**src/rtl/fir_pkg.sv**
```systemverilog
// Shared types and width helpers for the time-multiplexed FIR sequencer.
package fir_pkg;

  typedef enum logic [1:0] {
    FIR_IDLE = 2'd0,
    FIR_MAC  = 2'd1,
    FIR_DONE = 2'd2
  } fir_state_t;

  // Full-precision accumulator: 2N-bit products plus growth for DELAYS+1 terms.
  function automatic int fir_acc_w(input int n, input int delays);
    return 2 * n + $clog2(delays + 1);
  endfunction

  function automatic int fir_tap_w(input int delays);
    return (delays < 1) ? 1 : $clog2(delays + 1);
  endfunction

endpackage

```
**src/rtl/fir_mac.sv**
```systemverilog
// Registered signed multiply-accumulate with synchronous clear and enable.
module fir_mac #(
  parameter int N  = 32,
  parameter int AW = 66
) (
  input  logic                 clk,
  input  logic                 rst,
  input  logic                 clr,
  input  logic                 en,
  input  logic signed [N-1:0]  a,
  input  logic signed [N-1:0]  c,
  output logic signed [AW-1:0] acc
);

  logic signed [2*N-1:0] prod;
  logic signed [AW-1:0]  prod_ext;

  assign prod     = (2*N)'(a) * (2*N)'(c);
  assign prod_ext = AW'(prod);

  always_ff @(posedge clk or posedge rst) begin
    if (rst) begin
      acc <= '0;
    end else if (clr) begin
      acc <= '0;
    end else if (en) begin
      acc <= acc + prod_ext;
    end
  end

endmodule

```
**src/rtl/fir_mac_sequencer.sv**
```systemverilog
// FIR scheduler sharing one multiplier across DELAYS+1 taps per sample.
// Optional FIR_SAT_EN: saturate the output instead of wrapping it.
//
// state    | meaning
// FIR_IDLE | waiting for an accepted sample strobe
// FIR_MAC  | one tap per clock accumulated into acc
// FIR_DONE | acc final; y_out/y_valid update on the next edge
module fir_mac_sequencer
  import fir_pkg::*;
#(
  parameter int N      = 32,
  parameter int DELAYS = 3,
  parameter int FRAC   = 0
) (
  input  logic                       clk,
  input  logic                       rst,
  input  logic                       clk_d,
  input  logic                       ena,
  input  logic signed [N-1:0]        x_in,
  input  logic [(DELAYS+1)*N-1:0]    b,
  output logic signed [N-1:0]        y_out,
  output logic                       y_valid,
  output logic                       busy,
  output logic                       overrun
);

  localparam int AW = fir_acc_w(N, DELAYS);
  localparam int TW = fir_tap_w(DELAYS);

`ifdef FIR_SAT_EN
  localparam bit SAT_EN = 1'b1;
`else
  localparam bit SAT_EN = 1'b0;
`endif

  fir_state_t          state;
  logic signed [N-1:0] x_dly [DELAYS+1];
  logic signed [N-1:0] coef  [DELAYS+1];
  logic [TW-1:0]       tap_idx;
  logic                accept;
  logic signed [AW-1:0] acc;
  logic signed [AW-1:0] acc_shr;
  logic                in_range;
  logic signed [N-1:0] result;

  assign accept = clk_d && ena && (state == FIR_IDLE);
  assign busy   = (state != FIR_IDLE);

  fir_mac #(
    .N  (N),
    .AW (AW)
  ) u_mac (
    .clk (clk),
    .rst (rst),
    .clr (accept),
    .en  (state == FIR_MAC),
    .a   (x_dly[tap_idx]),
    .c   (coef[tap_idx]),
    .acc (acc)
  );

  // In range when every bit above the N-bit result matches its sign bit.
  assign acc_shr  = acc >>> FRAC;
  assign in_range = (&acc_shr[AW-1:N-1]) | ~(|acc_shr[AW-1:N-1]);

  always_comb begin
    result = acc_shr[N-1:0];
    if (SAT_EN && !in_range) begin
      result = acc_shr[AW-1] ? {1'b1, {(N-1){1'b0}}} : {1'b0, {(N-1){1'b1}}};
    end
  end

  always_ff @(posedge clk or posedge rst) begin
    if (rst) begin
      state   <= FIR_IDLE;
      tap_idx <= '0;
      y_out   <= '0;
      y_valid <= 1'b0;
      overrun <= 1'b0;
    end else begin
      y_valid <= 1'b0;
      if (clk_d && ena && (state != FIR_IDLE)) begin
        overrun <= 1'b1;
      end
      case (state)
        FIR_IDLE: begin
          if (accept) begin
            tap_idx <= '0;
            state   <= FIR_MAC;
          end
        end
        FIR_MAC: begin
          tap_idx <= tap_idx + TW'(1);
          if (tap_idx == TW'(DELAYS)) begin
            state <= FIR_DONE;
          end
        end
        FIR_DONE: begin
          y_out   <= result;
          y_valid <= 1'b1;
          state   <= FIR_IDLE;
        end
        default: state <= FIR_IDLE;
      endcase
    end
  end

  // Delay line and coefficient shadow only move on an accepted strobe.
  always_ff @(posedge clk or posedge rst) begin
    if (rst) begin
      for (int k = 0; k <= DELAYS; k++) begin
        x_dly[k] <= '0;
        coef[k]  <= '0;
      end
    end else if (accept) begin
      x_dly[0] <= x_in;
      for (int k = 1; k <= DELAYS; k++) begin
        x_dly[k] <= x_dly[k-1];
      end
      for (int k = 0; k <= DELAYS; k++) begin
        coef[k] <= b[k*N +: N];
      end
    end
  end

endmodule

```
**config.mk**
```make
export PLATFORM = sky130hd
export DESIGN_NAME = fir_mac_sequencer
export DESIGN_NICKNAME = d
export VERILOG_FILES = /design/src/rtl/fir_pkg.sv /design/src/rtl/fir_mac.sv /design/src/rtl/fir_mac_sequencer.sv
export SDC_FILE = /design/constraint.sdc
export NUM_CORES = 2
export LEC_CHECK = 0
export ABC_CLOCK_PERIOD_IN_PS = 14530
export CORE_MARGIN = 2
export CORE_UTILIZATION = 45
export DETAILED_ROUTE_END_ITERATION = 12
export PLACE_DENSITY = 0.72
export SYNTH_ARGS = -nofsm -noshare
export SYNTH_HDL_FRONTEND = slang
export SYNTH_SLANG_ARGS = --single-unit
```
**constraint.sdc**
```tcl
create_clock -name clk -period 14.53 [get_ports clk]
set_clock_uncertainty 0.15 [all_clocks]
set_input_delay 2.906 -clock clk [delete_from_list [all_inputs] [get_ports clk]]
set_output_delay 2.906 -clock clk [all_outputs]
set_load 0.02 [all_outputs]
```
==> impl_metrics.csv <==
group,metric,value,unit
drt,drt-total-wl,82.95,mm
floorplan,ioPinCount,199,
floorplan,dieHeight,267.0,µm
logic_synthesis,ys_ff_latch,326,
clock_network,h-tree-depth,2,
place,portBuffers,198,
grt,antenna_found_initial,0,
finish,fillers,6175,
logic_synthesis,synthCells,3442,
finish,area_delta_synth_final,13.12,%
sta,hold_viol,0,
sta,rsz0062_at_grt,"false",
worst_setup_path,max_stage_delay,0.90,ns
finish,final_core_utilization,51.35,%
grt,grt_pass1_vias,24210,
floorplan,rows,96,
drt,wire_per_inst,18.38,µm
worst_setup_path,cp_max_fo,53,
sta,setup_tns,0,ns
logic_synthesis,synthesis.nets,4196,
sta,whs,0.3168,ns
clock_network,ctsHoldBuffers,0,
sta,period_share,65.81,%
hold_path,hold_class,"flop to flop",
job,drv_cap,0,
drt,dr.pass1.iters,5,
worst_setup_path,cpMostUsedCell,"fa_1",
logic_synthesis,yosysSeqAreaShare,26.20,%
clock_network,clkLatencyLatePin,0.58,ns
place,post_dp_cell_area,33980,µm²
sta,max-slew-margin-rel,21.01,%
worst_setup_path,crit_type,"flop to flop",
finish,seq_area,8165,µm²
sta,worst_pin_slew,1.177,ns
logic_synthesis,ys_types,45,
worst_setup_path,timing.rr.end,"u_mac.acc[31]$_DFFE_PP0P_",
hold_path,hold_depth,2,
drt,ant_nets,0,
finish,final_common_cell,"nand2_1",
logic_synthesis,synth_area,31140,µm²
sta,final_max_slew_viol_count,0,
worst_setup_path,start_kind,"flop",
sta,finalSetupViolations,0,
finish,postLayoutCellArea,35220,µm²
place,gp_congestion,0.9213,
finish,multiInputGateArea,20340,µm²
logic_synthesis,synth-edff-count,0,
worst_setup_path,required,14.83,ns
logic_synthesis,async_flop_share,100.0,%
hold_path,hp-start,"x_dly[25]$_DFFE_PP0P_",
clock_network,clock-sinks,326,
clock_network,cts_resized,0,
worst_setup_path,reg2reg_depth,29,
grt,grt_usage,24.27,%
logic_synthesis,ys.flop_type,"dfrtp_1",
logic_synthesis,yosys_warnings,0,
clock_network,cts_made_buffers,35,
sta,clock.fmax,104.6,MHz
floorplan,die_w,267.0,µm
worst_setup_path,cp_slowest_cell,"o21ai_1",
sta,period_needed,9.561,ns
worst_setup_path,r2r_setup_slack,4.97,ns
worst_setup_path,crit_arrival,9.86,ns
drt,drt_iter0_drc,1971,
clock_network,root_buffer,"clkbuf_16",
worst_setup_path,end_kind,"flop",
drt,vias,23260,
drt,route.detailed.drc,0,
worst_setup_path,r2r-start,"tap_idx[0]$_DFFE_PP0P_",
floorplan,core_area,68590,µm²
drt,detail_route.vias_per_cell,5.152,
finish,fin_nets,4311,
hold_path,whs_endpoint,"x_dly[25]$_DFFE_PP0P_",
floorplan,initial_core_util,45.40,%
finish,final_cell_mix,"nand2_1 (1081), inv_1 (533), fa_1 (438)",
clock_network,post_cts_buffers,0,
grt,grt_max_degree,225,
finish,drive_gt1_share,6.280,%
clock_network,cts_tree,"yes",
clock_network,path_clk_slew,0.06,ns
grt,grt_remaining_overflow,0,
grt,grt_pass1_wl,134.4,mm
finish,antenna_cells,0,
logic_synthesis,synth_area_per_cell,9.046,µm²
place,dp_hpwl,63.21,mm
floorplan,die_area,71310,µm²
outcome,status,"finished clean",
clock_network,cts_buffer_depth,3,
[worst max-delay path, delay by kind of cell (launching register included)]
family | cells | cell delay, ns
buf+inv | 7 | 1.06
mux | 1 | 0.42
flops | 1 | 0.74
compound gates | 7 | 1.95
xor+xnor | 1 | 0.14
fa+ha+maj | 9 | 4.30
simple gates | 4 | 0.65
[synth_stat cells, types with 17 or more instances]
cell	instances	area [µm²]
a21oi_1	17	85.08
and2_1	68	425.4
clkbuf_1	130	488.0
dfrtp_1	326	8158
fa_1	438	8768
ha_1	152	1902
inv_1	534	2004
mux2_2	49	551.8
mux2i_1	37	370.4
mux4_2	60	1351
nand2_1	1081	4058
nand3_1	29	145.1
nor2_1	240	900.9
o21ai_0	77	385.4
o21ai_1	17	85.08
xnor2_1	61	534.3
xor2_1	20	175.2
[metal layers]
metal	vias to the layer above	global-route usage, %	wire length (µm)
met2	928	38.79	38450
met1	11570	33.01	34240
met3	158	5.065	7173
met5	-	0	0
met4	0	8.230	3088
li1	10600	-	-
[cell families after synthesis]
logic type,Yosys count,synth area share (%)
xor+xnor,84,2.435
mux,146,7.302
compound gates,159,2.958
simple gates,1443,18.24
flops,326,26.20
buf+inv,694,8.596
fa+ha+maj,590,34.27
[worst max path at each step]
stage,start,endpoint,slack [ns]
after floorplan,rst,coef[0]$_DFFE_PP0P_,2.45
after global placement,tap_idx[0]$_DFFE_PP0P_,u_mac.acc[31]$_DFFE_PP0P_,5.10
after detailed placement,tap_idx[0]$_DFFE_PP0P_,u_mac.acc[31]$_DFFE_PP0P_,5.01
after CTS,tap_idx[0]$_DFFE_PP0P_,u_mac.acc[31]$_DFFE_PP0P_,4.99
after global routing,tap_idx[0]$_DFFE_PP0P_,u_mac.acc[31]$_DFFE_PP0P_,4.49
final,tap_idx[0]$_DFFE_PP0P_,u_mac.acc[31]$_DFFE_PP0P_,4.97
[flip-flops by register name (all words and copies together) (netlist names)]
register	count
y_valid	1
overrun	1
u_mac.acc	32
state	2
y_out	32
coef	128
tap_idx	2
x_dly	128
[per-stage QoR]
| step | instances | setup WS, ns |
|---|---|---|
| finish | 4514 | 4.969 |
| CTS | 4514 | 4.989 |
| detailed placement | 4451 | 5.015 |
| floorplan | 3442 | 2.448 |
| global route | 4514 | 4.494 |
| global placement | 4451 | 5.098 |
[final cells by class]
| type | instances | share of cell area (%) |
|---|---|---|
| multi-input cells | 2422 | 57.75 |
| flip-flops and latches | 326 | 23.18 |
| repair buffers | 238 | 6.515 |
| inverters | 534 | 5.712 |
| well taps | 931 | 3.307 |
| clock buffers | 50 | 2.931 |
| clock inverters | 13 | 0.6004 |
Power is not shown: default switching activity piles up to over one toggle a cycle in this logic, so the estimate is an artifact.
